`src/rtl/cve2_obi_wb_bridge_if.sv`:
```
// Bus bundles for the CVE2 OBI-to-Wishbone bridge: the core-side OBI request/response
// channel and the classic Wishbone B4 channel.

interface cve2_obi_if #(
   parameter int ADDR_W = 32,
   parameter int DATA_W = 32
);
   logic                  req;
   logic                  gnt;
   logic                  we;
   logic [DATA_W/8-1:0]   be;
   logic [ADDR_W-1:0]     addr;
   logic [DATA_W-1:0]     wdata;
   logic                  rvalid;
   logic [DATA_W-1:0]     rdata;
   logic                  err;

   modport master (output req, we, be, addr, wdata, input gnt, rvalid, rdata, err);
   modport slave  (input req, we, be, addr, wdata, output gnt, rvalid, rdata, err);
endinterface

interface cve2_wb_if #(
   parameter int ADDR_W = 32,
   parameter int DATA_W = 32
);
   logic                  cyc;
   logic                  stb;
   logic                  we;
   logic [DATA_W/8-1:0]   sel;
   logic [ADDR_W-1:0]     adr;
   logic [DATA_W-1:0]     wdat;
   logic [DATA_W-1:0]     rdat;
   logic                  ack;
   logic                  err;

   modport master (output cyc, stb, we, sel, adr, wdat, input rdat, ack, err);
   modport slave  (input cyc, stb, we, sel, adr, wdat, output rdat, ack, err);
endinterface

```
`src/rtl/cve2_obi_wb_bridge.sv`:
```
// Converts one OBI req/gnt/rvalid transaction from the CVE2 core into a single classic
// Wishbone B4 cycle; one outstanding transaction, bus error and timeout reported via err.

module cve2_obi_wb_bridge #(
   parameter int ADDR_W  = 32,
   parameter int DATA_W  = 32,
   parameter int TIMEOUT = 255
) (
   input  logic       clk_i,
   input  logic       rst_ni,
   cve2_obi_if.slave  obi,
   cve2_wb_if.master  wb
);

   localparam int BE_W  = DATA_W / 8;
   // Keep the counter at least one bit wide when the timeout is disabled.
   localparam int CNT_W = (TIMEOUT > 0) ? $clog2(TIMEOUT + 1) : 1;
   localparam logic [CNT_W-1:0] CNT_LAST = (TIMEOUT > 0) ? CNT_W'(TIMEOUT - 1) : '0;
   localparam logic [CNT_W-1:0] CNT_MAX  = {CNT_W{1'b1}};

   typedef enum logic [1:0] {
      IDLE = 2'd0,
      BUS  = 2'd1,
      RESP = 2'd2
   } state_e;

   state_e              state;
   logic [CNT_W-1:0]    cnt;
   logic                cyc_q;
   logic                stb_q;
   logic                we_q;
   logic [BE_W-1:0]     sel_q;
   logic [ADDR_W-1:0]   adr_q;
   logic [DATA_W-1:0]   dat_q;
   logic                rvalid_q;
   logic [DATA_W-1:0]   rdata_q;
   logic                err_q;
   logic                timed_out;

   function automatic logic [CNT_W-1:0] sat_inc(input logic [CNT_W-1:0] v);
      return (v == CNT_MAX) ? v : v + CNT_W'(1);
   endfunction

   assign obi.gnt   = obi.req && (state == IDLE);
   assign timed_out = (TIMEOUT != 0) && (cnt == CNT_LAST);

   always_ff @(posedge clk_i or negedge rst_ni) begin
      if (!rst_ni) begin
         state    <= IDLE;
         cnt      <= '0;
         cyc_q    <= 1'b0;
         stb_q    <= 1'b0;
         we_q     <= 1'b0;
         sel_q    <= '0;
         adr_q    <= '0;
         dat_q    <= '0;
         rvalid_q <= 1'b0;
         rdata_q  <= '0;
         err_q    <= 1'b0;
      end else begin
         case (state)
            IDLE: begin
               if (obi.gnt) begin
                  we_q  <= obi.we;
                  sel_q <= obi.be;
                  adr_q <= obi.addr;
                  dat_q <= obi.wdata;
                  cyc_q <= 1'b1;
                  stb_q <= 1'b1;
                  cnt   <= '0;
                  state <= BUS;
               end
            end
            BUS: begin
               // err takes priority over a simultaneous ack; read data only on a clean read ack.
               if (wb.ack || wb.err) begin
                  cyc_q    <= 1'b0;
                  stb_q    <= 1'b0;
                  err_q    <= wb.err;
                  rdata_q  <= (!we_q && wb.ack && !wb.err) ? wb.rdat : '0;
                  rvalid_q <= 1'b1;
                  state    <= RESP;
               end else if (timed_out) begin
                  cyc_q    <= 1'b0;
                  stb_q    <= 1'b0;
                  err_q    <= 1'b1;
                  rdata_q  <= '0;
                  rvalid_q <= 1'b1;
                  state    <= RESP;
               end else begin
                  cnt <= sat_inc(cnt);
               end
            end
            RESP: begin
               rvalid_q <= 1'b0;
               err_q    <= 1'b0;
               state    <= IDLE;
            end
            default: begin
               state <= IDLE;
            end
         endcase
      end
   end

   assign wb.cyc     = cyc_q;
   assign wb.stb     = stb_q;
   assign wb.we      = we_q;
   assign wb.sel     = sel_q;
   assign wb.adr     = adr_q;
   assign wb.wdat    = dat_q;
   assign obi.rvalid = rvalid_q;
   assign obi.rdata  = rdata_q;
   assign obi.err    = err_q;

endmodule
```
`src/flat_wrapper.sv`:
```
// flat-port wrapper written by rule: the top's interface ports become plain ports
module cve2_obi_wb_bridge_flat 
#(
   parameter int ADDR_W  = 32,
   parameter int DATA_W  = 32,
   parameter int TIMEOUT = 255
)
  (clk_i, rst_ni, obi_req, obi_we, obi_be, obi_addr, obi_wdata, obi_gnt, obi_rvalid, obi_rdata, obi_err, wb_cyc, wb_stb, wb_we, wb_sel, wb_adr, wb_wdat, wb_rdat, wb_ack, wb_err);
  cve2_obi_if #(.ADDR_W(ADDR_W), .DATA_W(DATA_W)) obi_i ();
  cve2_wb_if #(.ADDR_W(ADDR_W), .DATA_W(DATA_W)) wb_i ();
  input  logic clk_i;
  input  logic rst_ni;
  input wire logic [$bits(obi_i.req)-1:0] obi_req;
  input wire logic [$bits(obi_i.we)-1:0] obi_we;
  input wire logic [$bits(obi_i.be)-1:0] obi_be;
  input wire logic [$bits(obi_i.addr)-1:0] obi_addr;
  input wire logic [$bits(obi_i.wdata)-1:0] obi_wdata;
  output wire logic [$bits(obi_i.gnt)-1:0] obi_gnt;
  output wire logic [$bits(obi_i.rvalid)-1:0] obi_rvalid;
  output wire logic [$bits(obi_i.rdata)-1:0] obi_rdata;
  output wire logic [$bits(obi_i.err)-1:0] obi_err;
  output wire logic [$bits(wb_i.cyc)-1:0] wb_cyc;
  output wire logic [$bits(wb_i.stb)-1:0] wb_stb;
  output wire logic [$bits(wb_i.we)-1:0] wb_we;
  output wire logic [$bits(wb_i.sel)-1:0] wb_sel;
  output wire logic [$bits(wb_i.adr)-1:0] wb_adr;
  output wire logic [$bits(wb_i.wdat)-1:0] wb_wdat;
  input wire logic [$bits(wb_i.rdat)-1:0] wb_rdat;
  input wire logic [$bits(wb_i.ack)-1:0] wb_ack;
  input wire logic [$bits(wb_i.err)-1:0] wb_err;
  assign obi_i.req = obi_req;
  assign obi_i.we = obi_we;
  assign obi_i.be = obi_be;
  assign obi_i.addr = obi_addr;
  assign obi_i.wdata = obi_wdata;
  assign obi_gnt = obi_i.gnt;
  assign obi_rvalid = obi_i.rvalid;
  assign obi_rdata = obi_i.rdata;
  assign obi_err = obi_i.err;
  assign wb_cyc = wb_i.cyc;
  assign wb_stb = wb_i.stb;
  assign wb_we = wb_i.we;
  assign wb_sel = wb_i.sel;
  assign wb_adr = wb_i.adr;
  assign wb_wdat = wb_i.wdat;
  assign wb_i.rdat = wb_rdat;
  assign wb_i.ack = wb_ack;
  assign wb_i.err = wb_err;
  cve2_obi_wb_bridge #(.ADDR_W(ADDR_W), .DATA_W(DATA_W), .TIMEOUT(TIMEOUT)) u_core (.clk_i(clk_i), .rst_ni(rst_ni), .obi(obi_i), .wb(wb_i));
endmodule
```
`config.mk`:
```
export PLATFORM = sky130hd
export DESIGN_NAME = cve2_obi_wb_bridge_flat
export DESIGN_NICKNAME = d
export VERILOG_FILES = /design/src/rtl/cve2_obi_wb_bridge_if.sv /design/src/rtl/cve2_obi_wb_bridge.sv /design/src/flat_wrapper.sv
export SDC_FILE = /design/constraint.sdc
export NUM_CORES = 1
export LEC_CHECK = 0
export BUFFER_PORTS_ARGS = -buffer_cell sky130_fd_sc_hd__buf_2
export CAP_MARGIN = 30
export CORE_ASPECT_RATIO = 1.25
export CORE_MARGIN = 3
export CORE_UTILIZATION = 46
export CTS_CLUSTER_SIZE = 10
export DETAILED_ROUTE_END_ITERATION = 7
export PLACE_DENSITY = 0.89
export SETUP_SLACK_MARGIN = 0.1
export SLEW_MARGIN = 10
export SYNTH_ARGS = -nofsm -noshare
export SYNTH_HDL_FRONTEND = slang
export SYNTH_SLANG_ARGS = --single-unit
export TNS_END_PERCENT = 5
```
`constraint.sdc`:
```
create_clock -name clk_i -period 1.97 [get_ports clk_i]
set_clock_uncertainty 0.1 [all_clocks]
set_input_delay 0.0985 -clock clk_i [delete_from_list [all_inputs] [get_ports clk_i]]
set_output_delay 0.0985 -clock clk_i [all_outputs]
set_load 0.05 [all_outputs]
```
==> impl_metrics.env, run 1 <==
export IMPL_status="finished clean"
export IMPL_fp_dieW_um=94.5
export IMPL_synth_area_mm2=0.00450
export IMPL_drc=0
export IMPL_coreArea_mm2=0.00932
export IMPL_cts_sinks=114
export IMPL_gp_congestion=0.946
export IMPL_path_class="reg -> reg"
export IMPL_vdd_ir_drop_worst_v=0.00146
export IMPL_final_period_utilization=0.920
export IMPL_h_tree_depth=4
export IMPL_grt_pass1_vias=4525
export IMPL_num_io_pins=212
export IMPL_cts_tree="yes"
export IMPL_synthCells=300
export IMPL_io_buffers=211
export IMPL_layout_commonest_cell="buf_2"
export IMPL_rsz0062_at_grt="yes"
export IMPL_dp_hpwl_um=8240
export IMPL_cp_num_buf_inv=2
export IMPL_nets=743
export IMPL_start_util=0.483
export IMPL_cap_violations=0
export IMPL_crit_fanout=7
export IMPL_final_cell_mix="209 x buf_2, 112 x dfrtp_1, 103 x dlygate4sd3_1, 70 x mux2_2, 33 x a22o_1"
export IMPL_power_uw=14500
export IMPL_final_antenna_net_count=0
export IMPL_wl_per_cell_um=18.7
export IMPL_drtIter0Drc=196
export IMPL_setup_viol=0
export IMPL_synth_avg_cell_area_um2=15.0
export IMPL_max_freq_ghz=0.551
export IMPL_vias=4017
export IMPL_slew_headroom=0.696
export IMPL_area_delta_synth_final_pct=67.2
export IMPL_ys_seq_area_frac=0.634
export IMPL_grt_usage=0.269
export IMPL_ys_warn_count=0
export IMPL_fin_crit_ns=1.81
export IMPL_cts_clk_slew_worst_paths_ns=0.05
export IMPL_wirelength_um=14400
export IMPL_cts_buffer_depth=2
export IMPL_ys_flop_type="dfrtp_1"
export IMPL_clockRootBuffer="clkbuf_16"
export IMPL_grt_max_degree=62
export IMPL_cp_required_ns=2.15
export IMPL_antenna_found_initial=1
export IMPL_layout_drive_gt1_share=0.536
export IMPL_worst_ep_arrival_time_ns=1.99
export IMPL_dieArea_mm2=0.0110
export IMPL_critPathLaunchType="flip-flop"
export IMPL_critical_path_max_stage_delay_ns=0.38
export IMPL_tightestPinTransition_ns=0.456
export IMPL_ys_types=37
export IMPL_tns_ns=0
export IMPL_clk_latency_ns=0.39
export IMPL_crit_path_end_kind="flip-flop"
export IMPL_hold_class="in -> reg"
export IMPL_cellPowerDensity_mw_per_mm2=1930
export IMPL_finalHoldViolCount=0
export IMPL_grt_pass1_wl_um=22400
export IMPL_cp_cell_sequence="buf_4, ha_4, mux2_4, o311ai_4, buf_6, nor4_1, a211o_1"
export IMPL_cp_top_family="flip-flops"
export IMPL_fp_row_count=39
export IMPL_critPathSlowestCell="dfrtp_1"
export IMPL_finalMaxSlewViolations=0
export IMPL_drtPass1Iterations=4
export IMPL_ys_seq_elements=114
export IMPL_async_reset_ff_frac=1.00
export IMPL_gr_total_overflow=0
export IMPL_die_height_um=117
export IMPL_vias_per_cell=5.22
export IMPL_syn_nets=411
export IMPL_synth_edff_count=0
export IMPL_cellLeakagePower_uw=0.00370
export IMPL_tritoncts_num_buffers=17
[flip-flops by register name, indices dropped and copies added (netlist names)]
name / flops
u_core.cnt: 8
u_core.obi.err: 1
u_core.obi.rdata: 32
u_core.obi.rvalid: 1
u_core.state: 2
u_core.wb.adr: 32
u_core.wb.cyc: 1
u_core.wb.sel: 4
u_core.wb.wdat: 32
u_core.wb.we: 1
[path summary, 6_finish.rpt]
kind,from,end,slack (ns),depth (start not counted)
min in group asynchronous,rst_ni,u_core.wb.wdat[12]$_DFFE_PN0P_,0.10,2
worst min-delay path,wb_ack,u_core.obi.err$_DFFE_PN0P_,0.05,3
worst min register to register,u_core.obi.rdata[4]$_DFFE_PN0P_,u_core.obi.rdata[4]$_DFFE_PN0P_,0.40,1
worst max-delay path,u_core.state[0]$_DFFE_PN0P_,u_core.cnt[3]$_DFFE_PN0P_,0.16,7
max in group asynchronous,rst_ni,u_core.cnt[0]$_DFFE_PN0P_,0.99,3
worst max register to register,u_core.state[0]$_DFFE_PN0P_,u_core.cnt[3]$_DFFE_PN0P_,0.16,7
[per-stage QoR]
| stage | hold WS (ns) | instances | worst slack [ns] | utilization | cell area, um2 |
|---|---|---|---|---|---|
| 6_report | 0.0521 | 769 | 0.157 | 0.808 | 7530 |
| 5_1_grt | 0.0743 | 769 | 0.0829 | 0.808 | 7530 |
| 4_1_cts | 0.0280 | 767 | 0.0980 | 0.803 | 7480 |
| 3_5_place_dp | -0.0199 | 629 | 0.00134 | 0.619 | 5770 |
| 3_3_place_gp | -0.0351 | 629 | 0.0968 | 0.619 | 5770 |
| 2_1_floorplan | -0.297 | 300 | 0.166 | - | 4500 |
[tightest hold or removal path, stage by stage]
cell and delay, ns:
buf_2 0.13, a21oi_1 0.13, mux2_2 0.15
[cell usage after synthesis (all sizes together), types with 2 or more instances]
| library cell | instances | area (um2) |
|---|---|---|
| dfrtp | 114 | 2850 |
| a21oi | 6 | 30.0 |
| buf | 15 | 83.8 |
| nand4 | 4 | 40.0 |
| or3 | 2 | 12.5 |
| o21ai | 8 | 40.0 |
| inv | 10 | 37.5 |
| o31ai | 3 | 27.5 |
| ha | 5 | 62.6 |
| nand3b | 2 | 15.0 |
| mux2i | 2 | 20.0 |
| nand2 | 3 | 11.3 |
| mux2 | 71 | 800 |
| a22o | 34 | 299 |
| nor2 | 5 | 18.8 |
| and2 | 2 | 13.8 |
[metal layers]
layer / routed length, um / track usage / vias up
met5: 0 / 0 / -
met4: 579 / 0.144 / 0
met3: 1040 / 0.0986 / 58
met2: 7840 / 0.485 / 211
met1: 4950 / 0.267 / 1974
li1: - / - / 1774
[power by group]
| group | switching (uW) | leakage (uW) | total (uW) | internal, uW |
|---|---|---|---|---|
| clock | 1080 | 0.000285 | 3090 | 2020 |
| combinational | 5190 | 0.00200 | 7400 | 2210 |
| sequential | 658 | 0.00141 | 4060 | 3400 |
[final cells by class]
class                   instances  area, um2
fillers                       467       1790
clock buffers                  19        443
flip-flops and latches        114       2860
inverters                      10       40.0
well taps                     123        154
repair buffers                328       2290
multi-input cells             161       1590
clock inverters                13        161
diodes                          1       2.50
[timing repair]
action	in CTS	in global routing
resized for setup	10	11
setup endpoints to repair	5	51
cloned	1	0
buffers inserted	2	1
hold endpoints to repair	217	0
hold buffers	103	0
pin swaps	0	1
[kinds of logic after synthesis]
family | count (synthesis) | synth area share
multiplexers | 73 | 0.182
flip-flops | 114 | 0.634
AND/OR/NAND/NOR | 24 | 0.0358
AO/OA/AOI/OAI | 58 | 0.106
buffers and inverters | 25 | 0.0270
adder cells (fa/ha/maj) | 5 | 0.0139
XOR/XNOR | 1 | 0.00195
Note: power is estimated with default switching activity, not from simulation.
==> run 2, diff against run 1 <==
CORE_UTILIZATION = 48   (was 46)
CTS_BUF_LIST = sky130_fd_sc_hd__clkbuf_4   (was default)
PLACE_DENSITY = 0.92   (was 0.89)
==> run 2 against run 1 <==
The run now ends with negative hold slack left. Highest routed layer unchanged. Via count grew 3.0%. Sequential cell count stayed put. Largest cell class unchanged. Sequential share of layout area increased by 1.4 points. Critical endpoint unchanged. Critical path type unchanged. Global-route usage is 2.4 points higher. Die area decreased by 3.9%. Hold slack got worse by 0.23 ns.
==> impl_metrics.env, run 2 (same netlist as run 1, synthesis figures left out) <==
export IMPL_fin_util=0.816
export IMPL_grt_pass1_wl_um=23300
export IMPL_drc=0
export IMPL_dp_hpwl_um=8160
export IMPL_tns_ns=0
export IMPL_grt_max_degree=50
export IMPL_vdd_ir_drop_worst_v=0.00143
export IMPL_area_delta_synth_final_pct=61.2
export IMPL_worst_ep_arrival_time_ns=2.16
export IMPL_finalMaxSlewViolations=0
export IMPL_crit_cells=6
export IMPL_wirelength_um=15400
export IMPL_cp_num_buf_inv=1
export IMPL_finalHoldViolCount=4
export IMPL_grt_pass1_vias=4413
export IMPL_fin_crit_ns=1.86
export IMPL_cp_required_ns=2.27
export IMPL_gr_total_overflow=0
export IMPL_layout_commonest_cell="buf_2"
export IMPL_layout_drive_gt1_share=0.529
export IMPL_antenna_found_initial=2
export IMPL_fp_dieW_um=92.6
export IMPL_final_cell_mix="209 x buf_2, 112 x dfrtp_1, 107 x dlygate4sd3_1, 70 x mux2_2, 33 x a22o_1"
export IMPL_cp_top_family="compound AO/OA/AOI/OAI gates"
export IMPL_final_period_utilization=0.944
export IMPL_vias_per_cell=5.37
export IMPL_rr_endpoint="u_core.cnt[3]$_DFFE_PN0P_"
export IMPL_start_util=0.506
export IMPL_dieArea_mm2=0.0106
export IMPL_final_antenna_net_count=0
export IMPL_drtIter0Drc=157
export IMPL_cts_clk_slew_worst_paths_ns=0.10
export IMPL_cp_cell_sequence="buf_4, ha_2, mux2_4, o311ai_4, and2_2, a211o_1"
export IMPL_postCtsHoldBufs=108
export IMPL_setup_viol=0
export IMPL_max_freq_ghz=0.538
export IMPL_crit_path_end="u_core.cnt[3]$_DFFE_PN0P_"
export IMPL_tightestPinTransition_ns=0.606
export IMPL_regArea_mm2=0.00286
export IMPL_num_io_pins=212
export IMPL_gp_congestion=0.797
export IMPL_grt_usage=0.293
export IMPL_violations="negative hold slack"
export IMPL_critPathSlowestCell="dfrtp_1"
export IMPL_critPathLaunchType="flip-flop"
export IMPL_cellPowerDensity_mw_per_mm2=1830
export IMPL_cts_tree="yes"
export IMPL_status="finished, violations left"
export IMPL_multi_input_area_mm2=0.00158
export IMPL_cellLeakagePower_uw=0.00359
export IMPL_crit_fanout=10
export IMPL_h_tree_depth=4
export IMPL_cts_buffer_depth=2
export IMPL_wl_met1_um=5240
export IMPL_routed_wl_met3_um=1150
export IMPL_clk_latency_ns=0.51
export IMPL_drtPass1Iterations=4
export IMPL_r2r_setup_slack_ns=0.11
export IMPL_hold_class="in -> reg"
export IMPL_routed_top_layer="met4"
export IMPL_cts_sinks=114
export IMPL_hold_ws_ns=-0.178
export IMPL_cap_violations=0
export IMPL_wl_per_cell_um=19.9
export IMPL_fp_row_count=38
export IMPL_critical_path_max_stage_delay_ns=0.39
export IMPL_wl_met2_um=8390
export IMPL_clockRootBuffer="clkbuf_4"
export IMPL_io_buffers=211
export IMPL_nets=747
export IMPL_rsz0062_at_grt="yes"
export IMPL_tritoncts_num_buffers=17
export IMPL_die_height_um=114
export IMPL_vias=4138
export IMPL_nFillCells=448
export IMPL_path_class="reg -> reg"
export IMPL_coreArea_mm2=0.00889
export IMPL_r2r_start="u_core.state[0]$_DFFE_PN0P_"
export IMPL_crit_path_start="u_core.state[0]$_DFFE_PN0P_"
export IMPL_slew_headroom=0.595
export IMPL_crit_path_end_kind="flip-flop"
export IMPL_reg2reg_depth=6
## run 2: changes by cell type in the layout (fill, tap and decap cells not counted), sizes merged
cell         before  now
clkbuf           19   20
clkinvlp          4    3
diode             1    2
dlygate4sd3     103  107
## run 2: final cells by class
cell class / count / area share
clock inverters: 12 / 0.0193
diodes: 2 / 0.000689
flip-flops and latches: 114 / 0.393
clock buffers: 20 / 0.0207
well taps: 120 / 0.0207
inverters: 10 / 0.00552
repair buffers: 332 / 0.322
multi-input cells: 161 / 0.217
## run 2: timing repair
action	4_1_cts	5_1_grt
hold endpoints to repair	224	4
setup endpoints to repair	13	92
resized for setup	11	7
cloned	1	0
pin swaps	1	1
setup buffers	1	4
## run 2: stage by stage
stage / power [uW] / setup slack, ns / cells / hold WS, ns / cell area, um2
after detailed placement: 10900 / 0.0440 / 623 / 0.00184 / 5740
after global routing: 13800 / 0.0257 / 771 / -0.190 / 7260
after CTS: 13000 / 0.0900 / 765 / -0.212 / 7190
after global placement: 10700 / 0.116 / 623 / 0.00218 / 5740
final: 13300 / 0.111 / 771 / -0.178 / 7260
after floorplan: 9190 / 0.166 / 300 / -0.297 / 4500
## run 2: worst min path at each step
stage               slack, ns                              end     from  cells after the start
finish                  -0.18      u_core.state[0]$_DFFE_PN0P_  obi_req                      3
CTS                     -0.21      u_core.state[0]$_DFFE_PN0P_  obi_req                      3
global route            -0.19      u_core.state[0]$_DFFE_PN0P_  obi_req                      3
detailed placement      0.002  u_core.obi.rdata[9]$_DFFE_PN0P_   rst_ni                      1
global placement        0.002  u_core.obi.rdata[9]$_DFFE_PN0P_   rst_ni                      1
floorplan               -0.30        u_core.cnt[0]$_DFFE_PN0P_   rst_ni                      0
## run 2: layer usage
| metal | vias up | global-route usage |
|---|---|---|
| li1 | 1779 | - |
| met1 | 2057 | 0.306 |
| met2 | 251 | 0.539 |
| met3 | 51 | 0.0835 |
| met4 | 0 | 0.136 |
| met5 | - | 0 |
## run 2: where the power goes
group / total, uW / switching [uW] / internal [uW]
registers: 4080 / 691 / 3390
logic: 7430 / 5220 / 2210
clock network: 1780 / 881 / 904
## run 2: tightest hold or removal path, delay by kind of cell
family,cells,cell delay (ns)
buffers and inverters,1,0.14
AO/OA/AOI/OAI,2,0.16
